$ cat config.mk
export PLATFORM = sky130hd
export DESIGN_NAME = decoder_pcm_frame
export DESIGN_NICKNAME = d
export VERILOG_FILES = /design/src/rtl/decoder_pkg.sv /design/src/rtl/decoder_bit_sync.sv /design/src/rtl/decoder_pcm_frame.sv
export SDC_FILE = /design/constraint.sdc
export NUM_CORES = 1
export LEC_CHECK = 0
export ABC_AREA = 1
export CELL_PAD_IN_SITES_DETAIL_PLACEMENT = 1
export CELL_PAD_IN_SITES_GLOBAL_PLACEMENT = 1
export CORE_ASPECT_RATIO = 1.2
export CORE_MARGIN = 3
export CORE_UTILIZATION = 43
export CTS_CLUSTER_DIAMETER = 80
export CTS_CLUSTER_SIZE = 25
export DETAILED_ROUTE_END_ITERATION = 7
export HOLD_SLACK_MARGIN = 0.12
export PLACE_DENSITY = 0.94
export REMOVE_ABC_BUFFERS = 1
export SYNTH_ARGS = -nofsm -noshare
export SYNTH_HDL_FRONTEND = slang
export SYNTH_SLANG_ARGS = --single-unit
export TNS_END_PERCENT = 1
$ cat constraint.sdc
create_clock -name CLOCK_BMQ -period 3.6 [get_ports CLOCK_BMQ]
set_clock_uncertainty 0.15 [all_clocks]
set_input_delay 0.54 -clock CLOCK_BMQ [delete_from_list [all_inputs] [get_ports CLOCK_BMQ]]
set_output_delay 0.54 -clock CLOCK_BMQ [all_outputs]
set_load 0.005 [all_outputs]
$ cat src/rtl/decoder_pkg.sv
// decoder_pkg: framing states and constants shared by the
// PCM frame decoder and its bit synchroniser.
package decoder_pkg;

  typedef enum logic [1:0] {
    SEARCH = 2'd0,
    CHECK  = 2'd1,
    LOCK   = 2'd2
  } frame_state_t;

  localparam logic [15:0] SYNC_DEFAULT  = 16'hEB90;
  localparam int          BITS_PER_WORD = 8;

endpackage

$ cat src/rtl/decoder_bit_sync.sv
// decoder_bit_sync: PCM synchroniser, transition detect and
// free-running phase counter producing one strobe per bit.
module decoder_bit_sync #(
  parameter int CLK_PER_BIT = 8
) (
  input  logic CLOCK_BMQ,
  input  logic RESET_N,
  input  logic PCM,
  output logic Bit_Data,
  output logic Bit_Strobe
);

  localparam int PW = $clog2(CLK_PER_BIT);
  localparam logic [PW-1:0] SAMPLE_PH = PW'(CLK_PER_BIT / 2 - 1);
  localparam logic [PW-1:0] LAST_PH   = PW'(CLK_PER_BIT - 1);

  logic [2:0]    sync_q;
  logic [PW-1:0] phase_q;
  logic          edge_seen;

  assign edge_seen = sync_q[2] ^ sync_q[1];

  // A transition realigns the phase and wins over a due sample.
  always_ff @(posedge CLOCK_BMQ) begin
    if (!RESET_N) begin
      sync_q     <= '0;
      phase_q    <= '0;
      Bit_Data   <= 1'b0;
      Bit_Strobe <= 1'b0;
    end else begin
      sync_q     <= {sync_q[1:0], PCM};
      Bit_Strobe <= 1'b0;
      if (edge_seen) begin
        phase_q <= '0;
      end else begin
        phase_q <= (phase_q == LAST_PH) ? '0 : phase_q + 1'b1;
        if (phase_q == SAMPLE_PH) begin
          Bit_Strobe <= 1'b1;
          Bit_Data   <= sync_q[2];
        end
      end
    end
  end

endmodule

$ cat src/rtl/decoder_pcm_frame.sv
// decoder_pcm_frame: sync search/verify/lock framing and
// word de-serialisation of the serial PCM telemetry stream.
module decoder_pcm_frame
  import decoder_pkg::*;
#(
  parameter int          CLK_PER_BIT     = 8,
  parameter int          WORDS_PER_FRAME = 128,
  parameter logic [15:0] SYNC_WORD       = SYNC_DEFAULT,
  parameter int          VERIFY_FRAMES   = 2,
  parameter int          MISS_LIMIT      = 3
) (
  input  logic        CLOCK_BMQ,
  input  logic        RESET_N,
  input  logic        PCM,
  output logic [7:0]  Data_Word,
  output logic [6:0]  ID_Channel,
  output logic        Word_Valid,
  output logic        Frame_Start,
  output logic        Locked,
  output logic [15:0] Counter_Frame
);

  localparam int FRAME_BITS = WORDS_PER_FRAME * BITS_PER_WORD;
  localparam int CW = $clog2(FRAME_BITS);
  localparam int VW = $clog2(VERIFY_FRAMES + 1);
  localparam int MW = $clog2(MISS_LIMIT + 1);
  localparam logic [CW-1:0] SYNC_END = CW'(16);
  localparam logic [CW-1:0] LAST_BIT = CW'(FRAME_BITS - 1);

  frame_state_t  state_q, state_d;
  logic [15:0]   shift_q, shift_d;
  logic [CW-1:0] bit_cnt_q, bit_cnt_d, bit_cnt_inc;
  logic [CW-4:0] word_idx;
  logic [VW-1:0] verify_q, verify_d;
  logic [MW-1:0] miss_q, miss_d;
  logic          bit_data, bit_strobe;
  logic          sync_hit, at_sync, word_done, emit;

  decoder_bit_sync #(
    .CLK_PER_BIT(CLK_PER_BIT)
  ) u_bit_sync (
    .CLOCK_BMQ (CLOCK_BMQ),
    .RESET_N   (RESET_N),
    .PCM       (PCM),
    .Bit_Data  (bit_data),
    .Bit_Strobe(bit_strobe)
  );

  assign shift_d     = {shift_q[14:0], bit_data};
  assign sync_hit    = (shift_d == SYNC_WORD);
  assign bit_cnt_inc = (bit_cnt_q == LAST_BIT) ? '0
                                               : bit_cnt_q + 1'b1;
  assign at_sync     = (bit_cnt_inc == SYNC_END);
  assign word_done   = (bit_cnt_inc[2:0] == 3'd0);
  assign word_idx    = bit_cnt_q[CW-1:3];
  assign Locked      = (state_q == LOCK);

  always_comb begin
    state_d   = state_q;
    bit_cnt_d = bit_cnt_q;
    verify_d  = verify_q;
    miss_d    = miss_q;
    emit      = 1'b0;
    if (bit_strobe) begin
      bit_cnt_d = bit_cnt_inc;
      unique case (state_q)
        SEARCH: begin
          if (sync_hit) begin
            state_d   = CHECK;
            bit_cnt_d = SYNC_END;
            verify_d  = '0;
          end
        end
        CHECK: begin
          if (at_sync) begin
            if (!sync_hit) begin
              state_d = SEARCH;
            end else if (verify_q == VW'(VERIFY_FRAMES - 1)) begin
              state_d = LOCK;
              miss_d  = '0;
            end else begin
              verify_d = verify_q + 1'b1;
            end
          end
        end
        LOCK: begin
          emit = word_done;
          // Flywheel: isolated misses keep the frame timing.
          if (at_sync) begin
            if (sync_hit) begin
              miss_d = '0;
            end else if (miss_q == MW'(MISS_LIMIT - 1)) begin
              state_d = SEARCH;
            end else begin
              miss_d = miss_q + 1'b1;
            end
          end
        end
        default: state_d = SEARCH;
      endcase
    end
  end

  always_ff @(posedge CLOCK_BMQ) begin
    if (!RESET_N) begin
      state_q       <= SEARCH;
      shift_q       <= '0;
      bit_cnt_q     <= '0;
      verify_q      <= '0;
      miss_q        <= '0;
      Data_Word     <= '0;
      ID_Channel    <= '0;
      Word_Valid    <= 1'b0;
      Frame_Start   <= 1'b0;
      Counter_Frame <= '0;
    end else begin
      state_q     <= state_d;
      bit_cnt_q   <= bit_cnt_d;
      verify_q    <= verify_d;
      miss_q      <= miss_d;
      Word_Valid  <= emit;
      Frame_Start <= emit && (word_idx == '0);
      if (bit_strobe) begin
        shift_q <= shift_d;
      end
      if (emit) begin
        Data_Word  <= shift_d[7:0];
        ID_Channel <= 7'(word_idx);
      end
      if (emit && (word_idx == '0)) begin
        Counter_Frame <= Counter_Frame + 16'd1;
      end
    end
  end

endmodule

=== Word level (Yosys, flattened, before mapping) ===
Index checks and enable logic that the tools add are counted.
Widths: inputs -> output; s select.

* Add/sub/neg operators: 5
* Bitwise logic cells: 3
* Equal/unequal tests: 19
* Reductions and logical operators: 12
* Mux-type cells: 26

{| class="wikitable"
|+ Operators by type and width
! kind !! count
|-
| $mux 2 || 17
|-
| $mux 10 || 3
|-
| $add 16x1->16 const B || 1
|-
| $eq 16x16->1 const B || 1
|-
| $reduce_and 7->1 || 2
|-
| $ne 2x2->1 const B || 6
|-
| $add 10x1->10 const B || 1
|-
| $eq 10x10->1 const B || 1
|-
| $eq 10x5->1 const B || 1
|-
| $pmux 2 s2 || 2
|-
| $logic_not 7->1 || 1
|-
| $ne 3x3->1 const B || 2
|-
| $pmux 2 s3 || 1
|-
| $reduce_and 6->1 || 1
|-
| $add 2x1->2 const B || 2
|-
| $eq 2x1->1 const B || 2
|-
| $eq 2x2->1 const B || 2
|-
| $ne 2x1->1 const B || 2
|-
| $reduce_bool 2->1 || 2
|-
| $add 3x1->3 const B || 1
|-
| $eq 3x2->1 const B || 1
|-
| $eq 3x3->1 const B || 1
|-
| $logic_not 3->1 || 1
|-
| $mux 1 || 3
|-
| other kinds (7) || 8
|}

* Register bits: 72
* Logic and storage cells: 79
* Output and inout bits: 34
* Bits of input ports: 3

=== Logic depth before layout (Yosys ltp) ===
* Depth in word-level cells: 6
* Gate-level depth with buffers: 14
* Depth with buffers taken out: 14

=== Modules after synthesis ===
From an unflattened synthesis, not the netlist that was laid out.

* Cells, all modules: 455
* Area, all modules: 3305.7 sq um

{| class="wikitable"
|+ By module, submodules not included
! module !! area an instance (sq um) !! cells an instance !! instances !! sequential area each (sq um)
|-
| decoder_pcm_frame || 3000.4 || 419 || 1 || 1281.2
|-
| decoder_bit_sync || 305.3 || 36 || 1 || 160.2
|}

=== Worst setup path before layout ===
Ideal clock, no wire load.

* Kind: register -> register
* Start point: register bit_cnt_q[0]
* End point: register Counter_Frame[7]
* Data arrival time: 1.623 ns
* Data required time: 3.337 ns
* Slack: 1.714 ns
* Path buffers: 0
* Library setup time: 0.113 ns
* Cell stages (with the launch flop): 15
* Cell sequence: dfxtp_1 -> ha_1 -> nand2_2 -> nor2_4 -> nand3_4 -> o21ai_2 -> nand2_2 -> inv_2 -> nand3_4 -> nor2_8 -> nand2_4 -> nor2_2 -> nand2_1 -> nand2_1 -> nor2_1

* Longest elaborated chain between the ends: 6

{| class="wikitable"
|+ Ends and longest elaborated chain
! element !! line !! RTL
|-
| start: declaration || decoder_pcm_frame.sv:32 || <nowiki>logic [CW-1:0] bit_cnt_q, bit_cnt_d, bit_cnt_inc;</nowiki>
|-
| start signal: assignment || decoder_pcm_frame.sv:118 || <nowiki>bit_cnt_q <= bit_cnt_d;</nowiki>
|-
| $add 10x1->10 or $eq 10x10->1 (tied branches) || decoder_pcm_frame.sv:52, decoder_pcm_frame.sv:51 ||
|-
| $mux 10 * || decoder_pcm_frame.sv:51 || <nowiki>assign bit_cnt_inc = (bit_cnt_q == LAST_BIT) ? '0</nowiki>
|-
| $logic_not 3->1 * || decoder_pcm_frame.sv:54 || <nowiki>assign word_done = (bit_cnt_inc[2:0] == 3'd0);</nowiki>
|-
| $mux 1 * || decoder_pcm_frame.sv:66 || <nowiki>unique case (state_q)</nowiki>
|-
| $mux 1 * || decoder_pcm_frame.sv:64 || <nowiki>if (bit_strobe) begin</nowiki>
|-
| $logic_and 1x1->1 * || decoder_pcm_frame.sv:130 || <nowiki>if (emit && (word_idx == '0)) begin</nowiki>
|-
| end signal: assignment || decoder_pcm_frame.sv:131 || <nowiki>Counter_Frame <= Counter_Frame + 16'd1;</nowiki>
|-
| end: declaration || decoder_pcm_frame.sv:20 || <nowiki>output logic [15:0] Counter_Frame</nowiki>
|}

Mark *: on every way between the ends. The rest lies on a longest branch, timed or not.
A chain may end at the register's enable or synchronous reset.

=== Worst setup path in the final report ===
* Start point: register bit_cnt_q[0]
* End point: register Counter_Frame[10]

The elaborated chain is that of the path after synthesis.

==> impl_metrics.yaml <==
worst_setup_path:
  required_ps: 3750
  critPathCaptureType: "flip-flop"
  cp_data_arrival_time_ps: 2770
  critPathLaunchType: "flip-flop"
  crit_fanout: 12
  worstSetupPathType: "reg -> reg"
global_routing:
  grt_overflow_total: 0
  grt_use_total_pct: 23.6
  grt_pass1_vias: 3588
  grt_first_pass_wirelength_microns: 16700
  grt_max_degree: 46
  grt_antenna_before_repair: 0
die:
  core_sq_um: 7440
  start_util_pct: 45.6
  io_pins: 37
  dieArea_sq_um: 8990
  die_w_microns: 87.1
  die_y_microns: 103
  core.rowCount: 34
placement:
  io_buffers: 36
  post-dp-hpwl_microns: 6850
  place_inst: 595
  gp_congestion: 0.947
synthesis:
  yosysTopAreaCell: "dfxtp_1"
  synth_ff_type: "dfxtp_1"
  synthArstFlopShare_pct: 0
  synth.avg_cell_area_sq_um: 7.04
  synth_top_area_share_pct: 42.5
  syn_inst: 482
  synth_area_sq_um: 3390
  ys_warn_count: 0
  synth_edf_count: 0
  yosysUniqueCellTypes: 29
  yosys-top-cells-area: "dfxtp_1 42%, nand2_1 9.3%, nor2_1 7.5%, inv_1 7.4%, a21oi_1 7.2%"
  ys_seq_area_share_pct: 42.5
  ys_ff_latch: 72
sta:
  worst_pin_slew_ps: 847
  rsz0062_at_grt: "false"
  fmax_ghz: 0.382
  period_share_pct: 72.7
  setup_viol: 0
  final-max-slew-violation-count: 0
  hold_viol_final: 0
  fin_setup_tns_ps: 0
  slew_headroom_pct: 43.2
  post-route-min-period_ps: 2620
worst_hold_path:
  hp-class: "reg -> reg"
finish:
  stdcell_count: 611
  drive_above_1_share_pct: 6.14
  finalNetCount: 526
  area_growth_pct: 18.4
  diodes: 0
drt:
  via_count: 3338
  dr_wl_met2_microns: 5300
  wl_microns: 9930
  ant_nets: 0
  drc: 0
  route.met3.wl_microns: 376
  drt_iter0_drc: 153
  avgViaCountPerCell: 5.46
  route.top_layer_used: "met4"
  drtPass1Iterations: 5
  post_drt_wl_per_cell_microns: 16.3
  wl_met1_microns: 4050
clock_tree:
  worstSkewPairLatency_ps: 360
  numCtsBuffers: 9
  path_clk_slew_ps: 80
  ctsHoldBuffers: 0
  ctsRootBufferMaster: "clkbuf_8"
  cts.sinks: 72
  cts_max_level: 3
  cts_tree: "yes"
  post_cts_buffers: 0
  post_cts_resize_count: 0
  cts_buffer_depth: 2
power:
  p_per_area_nw_per_um2: 378
  ir_drop_mv: 0.267
  p_leak_nw: 1.50
job:
  maxCapViolCount: 0
run_status:
  status: "completed"
per-layer routing:
layer  track usage (%)  vias to the layer above
met2              43.9                       77
met3              4.36                       24
li1                  -                     1620
met1              26.1                     1617
met4              9.71                        0
met5                 0                        -
sequential cells by signal, summed over array words and instances, names as in the netlist, 2 cells and up:
signal	count
state_q	2
Data_Word	8
verify_q	2
shift_q	15
u_bit_sync.phase_q	3
ID_Channel	7
miss_q	2
u_bit_sync.sync_q	3
bit_cnt_q	10
Counter_Frame	16
cell families after synthesis:
| group | after synthesis | synth area share, % |
|---|---|---|
| buf+inv | 85 | 9.44 |
| xor+xnor | 10 | 2.58 |
| compound gates | 94 | 14.5 |
| fa+ha+maj | 7 | 2.58 |
| simple gates | 214 | 28.4 |
| flops | 72 | 42.5 |
power breakdown:
part	switching (mW)	internal (mW)	total, mW	leakage (nW)
Combinational	0.0364	0.0152	0.0515	0.824
Sequential	0.00647	0.805	0.812	0.581
Clock	0.333	0.324	0.657	0.0933
cell usage in the layout, fill, tap and decap left out, drive strengths merged, types with 2 or more instances in the layout:
cell type / Yosys / layout
a21oi: 49 / 49
a2bb2oi: 2 / 2
buf: 1 / 2
clkbuf: 14 / 10
clkdlybuf4s50: 0 / 36
clkinv: 1 / 2
clkinvlp: 0 / 2
dfxtp: 72 / 72
ha: 7 / 7
inv: 69 / 71
nand2: 88 / 88
nand3: 26 / 26
nand4: 10 / 10
nor2: 72 / 72
nor3: 14 / 14
nor4: 2 / 2
o21ai: 41 / 41
xor2: 9 / 9
critical path, stage by stage, from the launching register on:
cell,delay (ps)
dfxtp_1,380
ha_1,220
nand2_2,100
nor2_4,170
nand3_4,130
o21ai_2,90
nand2_2,60
inv_2,90
nand4_1,450
nor2_1,380
nand2_1,130
nand2_1,80
nand2_1,40
nor2_1,90
final cells by class:
class | instances | area [sq um]
clock inverters | 6 | 67.6
fillers | 963 | 3430
flip-flops and latches | 72 | 1440
repair buffers | 38 | 375
clock buffers | 10 | 128
inverters | 70 | 263
well taps | 90 | 113
multi-input cells | 325 | 1630
stage by stage:
stage	utilization, %	total power, mW	area (sq um)	setup WS, ps	hold WS, ps
6_report	54.0	1.52	4020	982	269
5_1_grt	54.0	1.57	4020	712	297
4_1_cts	54.0	1.53	4020	939	272
3_5_place_dp	51.3	0.881	3820	1080	248
3_3_place_gp	51.3	0.876	3820	1240	249
2_1_floorplan	-	0.859	3330	1500	240
cells in the mapped netlist, types with 2 or more instances:
master	n
nand2_1	84
dfxtp_1	72
nand3_4	2
nand4_1	10
nand3_1	24
inv_2	2
nor4_1	2
o21ai_2	2
nor2_4	2
nor2_1	68
xor2_1	9
a21oi_1	49
nor3_1	14
o21ai_0	39
a2bb2oi_1	2
clkbuf_1	14
ha_1	7
nand2_2	3
inv_1	67
path summary, 6_finish.rpt:
kind / start / to / slack (ps) / cells past startpoint
worst max-delay path: bit_cnt_q[0] / Counter_Frame[10] / 980 / 13
worst max register to register: bit_cnt_q[0] / Counter_Frame[10] / 980 / 13
worst min-delay path: u_bit_sync.sync_q[0] / u_bit_sync.sync_q[1] / 270 / 2
worst min register to register: u_bit_sync.sync_q[0] / u_bit_sync.sync_q[1] / 270 / 2
(Power assumes the default switching activity.)
==> RTL edit 1, RTL diff (same settings) <==
Register the output `Counter_Frame` once more, without a reset; this adds one clock of latency there. The other outputs are not delayed to match.
--- a/src/rtl/decoder_pcm_frame.sv
+++ b/src/rtl/decoder_pcm_frame.sv
@@ -26,6 +26,8 @@
   localparam int MW = $clog2(MISS_LIMIT + 1);
   localparam logic [CW-1:0] SYNC_END = CW'(16);
   localparam logic [CW-1:0] LAST_BIT = CW'(FRAME_BITS - 1);
+
+  logic [15:0] Counter_Frame_s0;
 
   frame_state_t  state_q, state_d;
   logic [15:0]   shift_q, shift_d;
@@ -112,7 +114,7 @@
       ID_Channel    <= '0;
       Word_Valid    <= 1'b0;
       Frame_Start   <= 1'b0;
-      Counter_Frame <= '0;
+      Counter_Frame_s0 <= '0;
     end else begin
       state_q     <= state_d;
       bit_cnt_q   <= bit_cnt_d;
@@ -128,10 +130,14 @@
         ID_Channel <= 7'(word_idx);
       end
       if (emit && (word_idx == '0)) begin
-        Counter_Frame <= Counter_Frame + 16'd1;
+        Counter_Frame_s0 <= Counter_Frame_s0 + 16'd1;
       end
     end
   end
 
+  always_ff @(posedge CLOCK_BMQ) begin
+    Counter_Frame <= Counter_Frame_s0;
+  end
+
 endmodule
 
Check against the original RTL: no difference found for any inputs over 10 cycles, from zero or initial values and one cycle with RESET_N low; that may be too few to reach the edited logic, so the function may still have changed.
==> RTL edit 1 against the original RTL <==
  * Sequential cell count up 16
  * Clock power up 3.5%
  * Global-route usage down 2.7 points
  * Setup slack better by 0.21 ns
  * Design area up 4.5%
  * Power up 13%
  * Synthesized area up 4.8%
  * Wire length down 7.9%
  * First-iteration DRC count up 13%
  * Critical endpoint is now ID_Channel[3]
==> RTL edit 1: results (changes against the original RTL) <==
Routing
  • Routed WL: 9.14 mm (-7.9%)
  • Drt wl/cell: 15.4 µm (-5.0%)
  • DR vias/cell: 5.33 (-2.4%)

STA
  • Measured slew at the worst slew-check pin: 0.645 ns (-0.202 ns)

Synthesis
  • Post-Synth Adder-Cell Area: 0.0246 (-0.00117)
  • Top area cells in the synthesized netlist: dfxtp_1, nand2_1, nor2_1, a21oi_1, o21ai_0
  • Post-synth cell types: 33 (+14%)
  • Seq/Total Area, Yosys: 0.496 (+0.0708)
  • Synth Area in Compound Gates: 0.142 (-0.00342)

Finish
  • Layout cell share with drive strength beyond 1: 0.0720 (+0.0106)
  • Final nets: 505 (-4.0%)
  • Top flop regs: Counter_Frame: 16 flops, Counter_Frame_s0: 16 flops, shift_q: 15 flops

Worst setup path
  • CP delay by family, top: flip-flops
  • Max incr delay on CP: 0.73 ns (+0.28 ns)
  • Register-to-register setup slack: 1.19 ns (+0.21 ns)
  • Path depth of the worst reg2reg path: 6 (-7)
  • Reg2reg end: ID_Channel[3]
  • Worst Path Max Fanout: 24 (+12)

Outcome
  • Status: complete, no violations

Hold path
  • Worst Hold Path EP: Counter_Frame[5]
  • Hold_sp: Counter_Frame_s0[5]

Global routing
  • Vias in the first global route: 3208 (-11%)

Placement
  • DPL Wire Length: 6.30 mm (-8.0%)

Pwr
  • Maximum vdd drop: 0.000174 V (-35%)
  • Static leakage: 0.00167 µW (+11%)
==> RTL edit 1: cell types whose count changed in the layout (fill, tap and decap cells not counted), sizes merged, moves of 3 or more <==
cell   unedited run  this run
a21oi            49        44
nand2            88        82
dfxtp            72        88
nand3            26        20
nand4            10         7
o21ai            41        45
xor2              9         2
inv              71        54
==> RTL edit 1: routing by layer <==
| layer | share of wire | GRT usage | vias up |
|---|---|---|---|
| met3 | 0.032 | 0.0242 | 14 |
| li1 | - | - | 1557 |
| met4 | 0.020 | 0.0819 | 0 |
| met1 | 0.45 | 0.270 | 1517 |
| met5 | 0 | 0 | - |
| met2 | 0.50 | 0.349 | 70 |
==> RTL edit 1: worst max-delay path by stage <==
stage / cells after the start / slack [ns] / endpoint / from
after floorplan: 11 / 1.42 / Counter_Frame_s0[14] / u_bit_sync.Bit_Strobe
after CTS: 6 / 1.19 / ID_Channel[3] / u_bit_sync.Bit_Strobe
after global routing: 6 / 0.86 / ID_Channel[3] / u_bit_sync.Bit_Strobe
after global placement: 6 / 1.33 / Counter_Frame_s0[3] / RESET_N
final: 6 / 1.19 / ID_Channel[3] / u_bit_sync.Bit_Strobe
after detailed placement: 6 / 1.17 / ID_Channel[6] / u_bit_sync.Bit_Strobe
==> RTL edit 1: layout make-up <==
type | instances | area (µm²)
Clock buffer | 9 | 124
Clock inverter | 7 | 75.1
Fill cell | 953 | 3640
Inverter | 52 | 198
Multi-Input combinational cell | 305 | 1540
Sequential cell | 88 | 1760
Tap cell | 92 | 115
Timing Repair Buffer | 39 | 383
==> RTL edit 1: power by group <==
group          internal (µW)  total, µW  switching [µW]
combinational           14.8       46.6            31.8
sequential               982        989            6.77
clock                    273        680             406
total                   1270       1710             445
==> RTL edit 2, RTL diff (config.mk and constraints unchanged) <==
Made on the original files. The package constant `BITS_PER_WORD` goes from 8 to 16.
--- a/src/rtl/decoder_pkg.sv
+++ b/src/rtl/decoder_pkg.sv
@@ -9,7 +9,7 @@
   } frame_state_t;
 
   localparam logic [15:0] SYNC_DEFAULT  = 16'hEB90;
-  localparam int          BITS_PER_WORD = 8;
+  localparam int          BITS_PER_WORD = 16;
 
 endpackage
 
Behaviour: same outputs for any inputs over 10 cycles, from zero or initial values and one cycle with RESET_N low; that may be too few to reach the edited logic, so the function may still have changed.
==> RTL edit 2 against the original RTL <==
  * Sequential share of layout area up 0.75 points
  * Sequential cell count up 1
  * Design area down 0.68%
  * Power up 7.4%
  * Synthesized cell count down 6.4%
  * Setup slack better by 0.30 ns
  * Synthesized area down 2.2%
  * Combinational power down 11%
  * Cell count down 4.9%
  * Wire length down 5.4%
  * Critical path type unchanged
  * Largest cell class unchanged
  * Highest routed layer unchanged
==> RTL edit 2: results (changes against the original RTL) <==
Hold path
  • Hold Path Class: register to register
  • Hold Path Depth: 1 (-1)

Global routing
  • Vias in the first global route: 3360 (-6.4%)
  • Largest net degree at the start of global routing: 51 (+11%)
  • First-pass GRT wire length: 15.6 mm (-6.5%)
  • Initial antenna violation count: 0 (unchanged)
  • Total gr overflow: 0 (unchanged)
  • All-Layer GR Usage: 0.223 (-0.0129)

Finish
  • Inserted Diodes: 0 (unchanged)
  • Top flop regs: Counter_Frame: 16 flops, shift_q: 15 flops, bit_cnt_q: 11 flops
  • Number of fill cells in the layout: 936 (-2.8%)
  • Final nets: 497 (-5.5%)
  • Layout cell share with drive strength beyond 1: 0.0855 (+0.0241)

Placement
  • Dpl cell area: 3760 µm² (-1.7%)
  • GP Congestion: 0.835 (-12%)
  • DPL Wire Length: 6.38 mm (-6.9%)
  • PortBufs: 36 (unchanged)

STA
  • Measured slew at the worst slew-check pin: 0.777 ns (-0.0703 ns)
  • Minimum clock period: 2.32 ns (-0.302 ns)

Clock tree
  • Post-CTS Hold Buffers: 0 (unchanged)
  • PostCTS Resize Cnt: 0 (unchanged)
  • Worst-path clk slew: 0.08 ns (about the same)
  • H-tree depth: 3 (unchanged)
  • Clk buf depth: 2 (unchanged)
  • Root buf cell: clkbuf_8
  • Num CTS Buffers: 9 (unchanged)
  • Setup Buffers After CTS: 0 (unchanged)
  • Skew-Pair Late Insertion Delay: 0.34 ns (-0.02 ns)

Synthesis
  • Post-synth cell types: 38 (+31%)
  • Yosys warnings: 0 (unchanged)
  • Seq/Total Area, Yosys: 0.440 (+0.0155)
  • Top area cells in the synthesized netlist: dfxtp_1, nand2_1, a21oi_1, nor2_1, o21ai_0
  • Synth top cells by count: dfxtp_1, nand2_1, nor2_1, inv_1, a21oi_1
  • Synth async-reset ratio: 0 (unchanged)

Outcome
  • Status: complete, no violations

Pwr
  • Static leakage: 0.00154 µW (+2.5%)
  • Maximum vdd drop: 0.000219 V (-18%)

Worst setup path
  • Path depth of the worst reg2reg path: 9 (-4)
  • Arr. time, crit path: 2.41 ns (-0.36 ns)
  • Worst Path Max Fanout: 26 (+14)

Routing
  • 1st-iter DRT viols: 183 (+20%)
  • Drt wl/cell: 16.2 µm (-0.52%)
  • DRC Markers: 0 (unchanged)
  • Via count: 3172 (-5.0%)
  • DRT Pass-1 Iters: 4 (-1)
==> RTL edit 2: changes by cell type after synthesis, sizes merged, moves of 3 or more <==
cell	change
inv	-15
nand2	-13
nor3	-5
xor2	-5
clkbuf	-4
nor2	-4
buf	+3
==> RTL edit 2: cell type report <==
type                            instances  area (µm²)  share of cell area
Multi-Input combinational cell        309        1600               0.400
Sequential cell                        73        1460               0.366
Timing Repair Buffer                   39         383              0.0960
Inverter                               55         206              0.0517
Clock buffer                            9         124              0.0310
Tap cell                               90         113              0.0282
Clock inverter                          6         108              0.0270
==> RTL edit 2: cell families (layout without fill, tap and decap cells) <==
| logic type | count (synthesis) | in the layout | share of synthesized area |
|---|---|---|---|
| AOI/OAI and AO/OA | 101 | 101 | 0.160 |
| xor gates and xnor gates | 4 | 4 | 0.0106 |
| adders and majority gates | 7 | 7 | 0.0264 |
| buffers and inverters | 69 | 109 | 0.0788 |
| DFF | 73 | 73 | 0.440 |
| and+or+nand+nor | 197 | 197 | 0.284 |
==> RTL edit 2: through the flow <==
stage / hold slack [ns] / util / std cells
final: 0.271 / 0.542 / 581
after detailed placement: 0.266 / 0.511 / 566
after floorplan: 0.240 / - / 437
after global placement: 0.243 / 0.511 / 566
after global routing: 0.298 / 0.542 / 581
after CTS: 0.278 / 0.542 / 581
==> RTL edit 2: final timing paths <==
path | startpoint | end
worst max-delay path | u_bit_sync.Bit_Strobe | Counter_Frame[4]
worst min register to register | u_bit_sync.phase_q[0] | u_bit_sync.phase_q[0]
worst max register to register | u_bit_sync.Bit_Strobe | Counter_Frame[4]
worst min-delay path | u_bit_sync.phase_q[0] | u_bit_sync.phase_q[0]
==> RTL edit 2: where the power goes <==
group          internal (µW)  total, µW  leakage (µW)  switching [µW]
Sequential               816        822      0.000589            5.95
Clock                    454        765      0.000115             311
Combinational           13.5       45.8      0.000831            32.3
Total                   1280       1630       0.00154             349
==> RTL edit 2: metal layers <==
layer,part of all wire,GRT usage,up-vias
met1,0.42,0.262,1539
li1,-,-,1545
met5,0,0,-
met4,0.018,0.106,0
met2,0.52,0.401,72
met3,0.034,0.0290,16
==> RTL edit 2: critical path: stages, from the launching register on <==
cell and delay, ns:
dfxtp_1 0.32, buf_4 0.25, inv_1 0.37, nor3_4 0.36
nand2_4 0.16, inv_2 0.15, nand3_2 0.11, nor2_2 0.12
a21oi_1 0.07, o21a_1 0.14
